[config.mk]
export PLATFORM = sky130hd
export DESIGN_NAME = lfsr26
export DESIGN_NICKNAME = d
export VERILOG_FILES = /design/src/rtl/cla_chk_pkg.sv /design/src/rtl/lfsr26.sv
export SDC_FILE = /design/constraint.sdc
export NUM_CORES = 1
export LEC_CHECK = 0
export BUFFER_PORTS_ARGS = -buffer_cell sky130_fd_sc_hd__buf_2
export CAP_MARGIN = 20
export CORE_UTILIZATION = 30
export CTS_CLUSTER_SIZE = 30
export DETAILED_ROUTE_END_ITERATION = 8
export SYNTH_ARGS = -nofsm -noshare
export SYNTH_HDL_FRONTEND = slang
export SYNTH_SLANG_ARGS = --single-unit
[constraint.sdc]
create_clock -name clk -period 4 [get_ports clk]
set_input_delay 0.8 -clock clk [delete_from_list [all_inputs] [get_ports clk]]
set_output_delay 0.8 -clock clk [all_outputs]
set_load 0.005 [all_outputs]
[src/rtl/cla_chk_pkg.sv]
// Shared definitions for the 13-bit CLA batch checker: widths, FSM states,
// LFSR tap mask and the fixed corner-vector table.
package cla_chk_pkg;

  localparam int OPW        = 13;
  localparam int SUMW       = OPW + 1;
  localparam int LFSR_W     = 26;
  localparam int CORNER_CNT = 4;

  // x^26 + x^6 + x^2 + x + 1 -> feedback from state bits 25, 5, 1, 0
  localparam logic [LFSR_W-1:0] LFSR_TAPS = 26'h2000023;

  // Low 26 bits of 0x1ACE5EED
  localparam logic [LFSR_W-1:0] DEFAULT_SEED = 26'h2CE5EED;

  typedef enum logic [1:0] {
    ST_IDLE,
    ST_RUN,
    ST_DRAIN,
    ST_DONE
  } state_t;

  typedef struct packed {
    logic [OPW-1:0] a;
    logic [OPW-1:0] b;
  } operands_t;

  // Fixed corners that exercise zero, full carry chain, single-carry ripple
  // and alternating propagate patterns before the pseudo-random vectors.
  function automatic operands_t corner_vec(input logic [1:0] sel);
    operands_t v;
    case (sel)
      2'd0:    v = '{a: 13'h0000, b: 13'h0000};
      2'd1:    v = '{a: 13'h1FFF, b: 13'h1FFF};
      2'd2:    v = '{a: 13'h1FFF, b: 13'h0001};
      default: v = '{a: 13'h0AAA, b: 13'h1555};
    endcase
    return v;
  endfunction

  function automatic logic [SUMW-1:0] expected_sum(input logic [OPW-1:0] a,
                                                   input logic [OPW-1:0] b);
    return {1'b0, a} + {1'b0, b};
  endfunction

endpackage

[src/rtl/lfsr26.sv]
// 26-bit Fibonacci LFSR with synchronous seed reload and single-step advance.
module lfsr26
  import cla_chk_pkg::*;
#(
  parameter logic [LFSR_W-1:0] SEED = DEFAULT_SEED
) (
  input  logic              clk,
  input  logic              rst_n,
  input  logic              load,
  input  logic              advance,
  output logic [LFSR_W-1:0] state
);

  logic [LFSR_W-1:0] state_reg;
  logic              feedback;

  assign feedback = ^(state_reg & LFSR_TAPS);
  assign state    = state_reg;

  // Reload wins over advance so a new batch always restarts the sequence.
  always_ff @(posedge clk or negedge rst_n) begin
    if (!rst_n) begin
      state_reg <= SEED;
    end else if (load) begin
      state_reg <= SEED;
    end else if (advance) begin
      state_reg <= {state_reg[LFSR_W-2:0], feedback};
    end
  end

endmodule

After elaboration in Yosys (flattened, before gate mapping)
Cells that the tools add are included.

storage, ports and cells
  register bits after elaboration = 26
  word-level logic and storage cells = 5

cells by class
  mux-type cells = 2
  reduce and logical (&&, ||, !) cells = 2

operators with widths
  kind                count
  $mux W26            2
  $reduce_xor A26 Y1  1
  $reduce_bool A2 Y1  1

Depth between registers and ports, before layout
  depth after elaboration = 3
  mapped depth = 4

Least setup slack after synthesis
Ideal clock, no wire load.

  kind = input to register
  start = input port advance
  end = register state_reg[13] (netlist: state[13])
  cell stages on the path = 4
  required time = 3.868 ns
  path slack = 2.426 ns
  data arrival time = 1.442 ns
  cells stage by stage = buf_2 -> buf_2 -> mux2i_1 -> nor2_1

between the ends
  longest elaborated chain between the ends = 1

RTL lines
  item                                 RTL line      text
  from (decl)                          lfsr26.sv:10  input logic advance,
  $reduce_bool A2 Y1 (no source line)  -
  to (signal assigned)                 lfsr26.sv:27  state_reg <= {state_reg[LFSR_W-2:0], feedback};
  to (decl)                            lfsr26.sv:14  logic [LFSR_W-1:0] state_reg;

No other way between the ends.
A chain may end at the register's enable or synchronous reset.

Final worst setup path
  start = input port advance
  end = register state_reg[0] (netlist: state[0])

Same word-level chain as after synthesis.

==> results.md <==
* Final nets at 119
* Switching Power at about 0.13 mW
* Initial core utilization at between 30 and 40%
* Critical Path Source: advance
* Leak at around 0.63 nW
* CP arrival at between 2 and 2.5 ns
* Worst EP required at around 4.2 ns
* Clock slew seen by the registers of the worst setup and hold paths at roughly 0.09 ns
* Status: finished clean
* Reg2reg end: state[0]$_DFFE_PN1P_
* Worst slew margin at between 50 and 60%
* Syn_area_per_cell at ~13 µm²
* Max cap viols at 0
* Sequential fraction of the synthesis area at slightly above 60%
* Critical Path Max Stage Delay at ~0.57 ns
* Synthesized cell area at roughly 0.0011 mm²
* Synthesis-to-finish area growth at 21.9%
* Least-Margin Pin Slew at around 0.73 ns
* CP endpoint kind: register
* Reg2reg path depth at 3
* Peak supply drop at around 190 µV
* Sequential Power Share at between 50% and 60%
* Yosys Warn Count at 0
* Detailed-route DRC error count at 0
* Vias in the first global route at just over 700
* Clk sinks at 26
* Die Wd at approximately 63 µm
* Routed vias at around 760
* DRT Wirelength at 2.02 mm
* Max reg flops at 26
* Final setup viols at 0
* Kind of critical path: in2reg
* Fillers at between 300 and 400
* IO Count at 30
* Logic pwr share at between 10 and 15%
* CTS tree: built
* Placed Cells incl. Taps at 156
* CP max FO at 40
* Reg2reg start: state[5]$_DFFE_PN1P_
* Largest net degree at the start of global routing at a little over 40
* DR iter-0 viols at 48
* PostCTS Resize Cnt at 0
* Die H at between 60 and 70 µm
* RSZ-0062 raised after global routing: no
* Clk_lat worst skew at between 0.2 and 0.3 ns
* Slowest CP cell: buf_2
* Internal at 0.466 mW
* Syn Inst Count at just under 90
* Synth unique cells at 15
* Max-slew violations at 0
* GP Congestion at approximately 0.64
* Yosys reg bits at 26
* Switching Share at a little over a fifth
* Cts bufs inserted at 3
* Clk network pwr share at a little over a third
* Clk buf depth at 2
* Setup TNS at 0 ns
* Core area at 0.00344 mm²
* CP endpoint: state[0]$_DFFE_PN1P_
* Synth Net Count at 92
* DP HPWL at between 1 and 1.5 mm
* Max Clk Rate at slightly above 0.5 GHz
* Share of layout cells above drive strength 1 at between 40% and 50%
* Die area at 0.00396 mm²
* Crit start category: primary input
* Fin crit share at 48.3%
* Hold Fails Final Rpt at 0
* Setup repair bufs after CTS at 0
* Core Rows at 21
* CP Cell Sequence: buf_2 -> inv_1 -> o21ai_1 -> or3b_1
* Post-DRT Antenna Nets at 0
* Global-route wire length before repair at ~3.3 mm
* Pwr dens at 440 mW/mm²
* Avg WL per Cell at about 13 µm
* Grt total ovfl at 0
* # diodes at 0
* PortBufs at 29
* Cell chosen for the clock root: clkbuf_8
* R2R setup slack at 2.44 ns
* Fin crit period at ~1.9 ns
* Via density at 4.76
* GRT Total Usage at 10.9%
* Worst Skew at between 0.009 and 0.01 ns
* Drt pass-1 iters at 4
* Antenna violations before repair at 0
* # hold bufs at CTS at 0
* Fin cells at 160
* H-tree Lvls at 1
* HP Class: in2async
-- cell usage after synthesis, drive strengths merged --
library cell  count  area (µm²)
buf               3        15.0
nor3              1        5.00
o21ai             1        5.00
and2              2        12.5
dfrtp             9         225
a211o            16         141
nor2              9        33.8
or3b              1        8.76
inv               1        3.75
clkbuf            4        15.0
mux2i             9        90.1
nor2b            14        87.6
xnor3             1        22.5
dfstp            17         447
-- metal layers --
layer | track usage, % | vias to the layer above | wire length (µm)
li1 | - | 357 | -
met1 | 12.8 | 379 | 947
met2 | 18.3 | 21 | 950
met3 | 3.47 | 5 | 89
met4 | 4.36 | 0 | 30
met5 | 0 | - | 0
-- cell type report --
class                      instances  area (µm²)  area share [%]
inverter                           1        3.75           0.277
timing repair buffer              29         145            10.7
sequential                        26         672            49.5
clock inverter                     1        30.0            2.21
tap                               46        57.6            4.24
clock buffer                       3        41.3            3.04
multi-input combinational         54         407            30.0
-- kinds of logic (layout without fill, tap and decap cells) --
family	count (synthesis)	count (layout)	share of synthesized area, %
buffers and inverters	8	34	3.04
XOR/XNOR	1	1	2.02
AO/OA/AOI/OAI	17	17	13.2
flip-flops	26	26	60.4
AND/OR/NAND/NOR	27	27	13.3
multiplexers	9	9	8.10
-- worst min path at each step --
| stage | end | startpoint | slack (ns) |
|---|---|---|---|
| after floorplan | state[13]$_DFFE_PN0P_ | rst_n | 0.50 |
| after global placement | state[5]$_DFFE_PN1P_ | state[4]$_DFFE_PN0P_ | 0.49 |
| final | state[1]$_DFFE_PN0P_ | rst_n | 0.50 |
| after global routing | state[8]$_DFFE_PN0P_ | rst_n | 0.54 |
| after CTS | state[8]$_DFFE_PN0P_ | rst_n | 0.53 |
| after detailed placement | state[5]$_DFFE_PN1P_ | state[4]$_DFFE_PN0P_ | 0.51 |
-- power by group through the flow --
stage                     clock network [mW]  logic [mW]  registers (mW)
final                                  0.212      0.0768           0.309
after global routing                   0.235      0.0858           0.312
after global placement                     0      0.0756           0.312
after detailed placement                   0      0.0778           0.314
after floorplan                            0      0.0447           0.312
after CTS                              0.222      0.0782           0.309
-- layout by cell type (no fill, tap or decap), drive strengths merged, types with 2 or more instances in the layout --
cell type / synthesis / layout
dfstp: 17 / 17
mux2i: 9 / 9
and2: 2 / 2
nor2: 9 / 9
clkbuf: 4 / 3
dfrtp: 9 / 9
a211o: 16 / 16
nor2b: 14 / 14
buf: 3 / 29
-- critical path: cells and delay by family --
kind	cells	cell delay [ns]
simple gates	1	0.37
compound gates	1	0.18
buf+inv	2	0.78
-- per-stage QoR --
stage	worst slack, ns	util (%)	hold WS [ns]	power (mW)	area (µm²)
after floorplan	2.43	-	0.504	0.357	1110
after global placement	1.88	37.3	0.495	0.388	1280
after detailed placement	1.78	37.3	0.510	0.392	1280
after CTS	2.08	39.4	0.525	0.609	1360
after global routing	1.96	39.4	0.538	0.632	1360
final	2.07	39.4	0.505	0.597	1360
No activity file was read; power rests on OpenSTA's default activity.
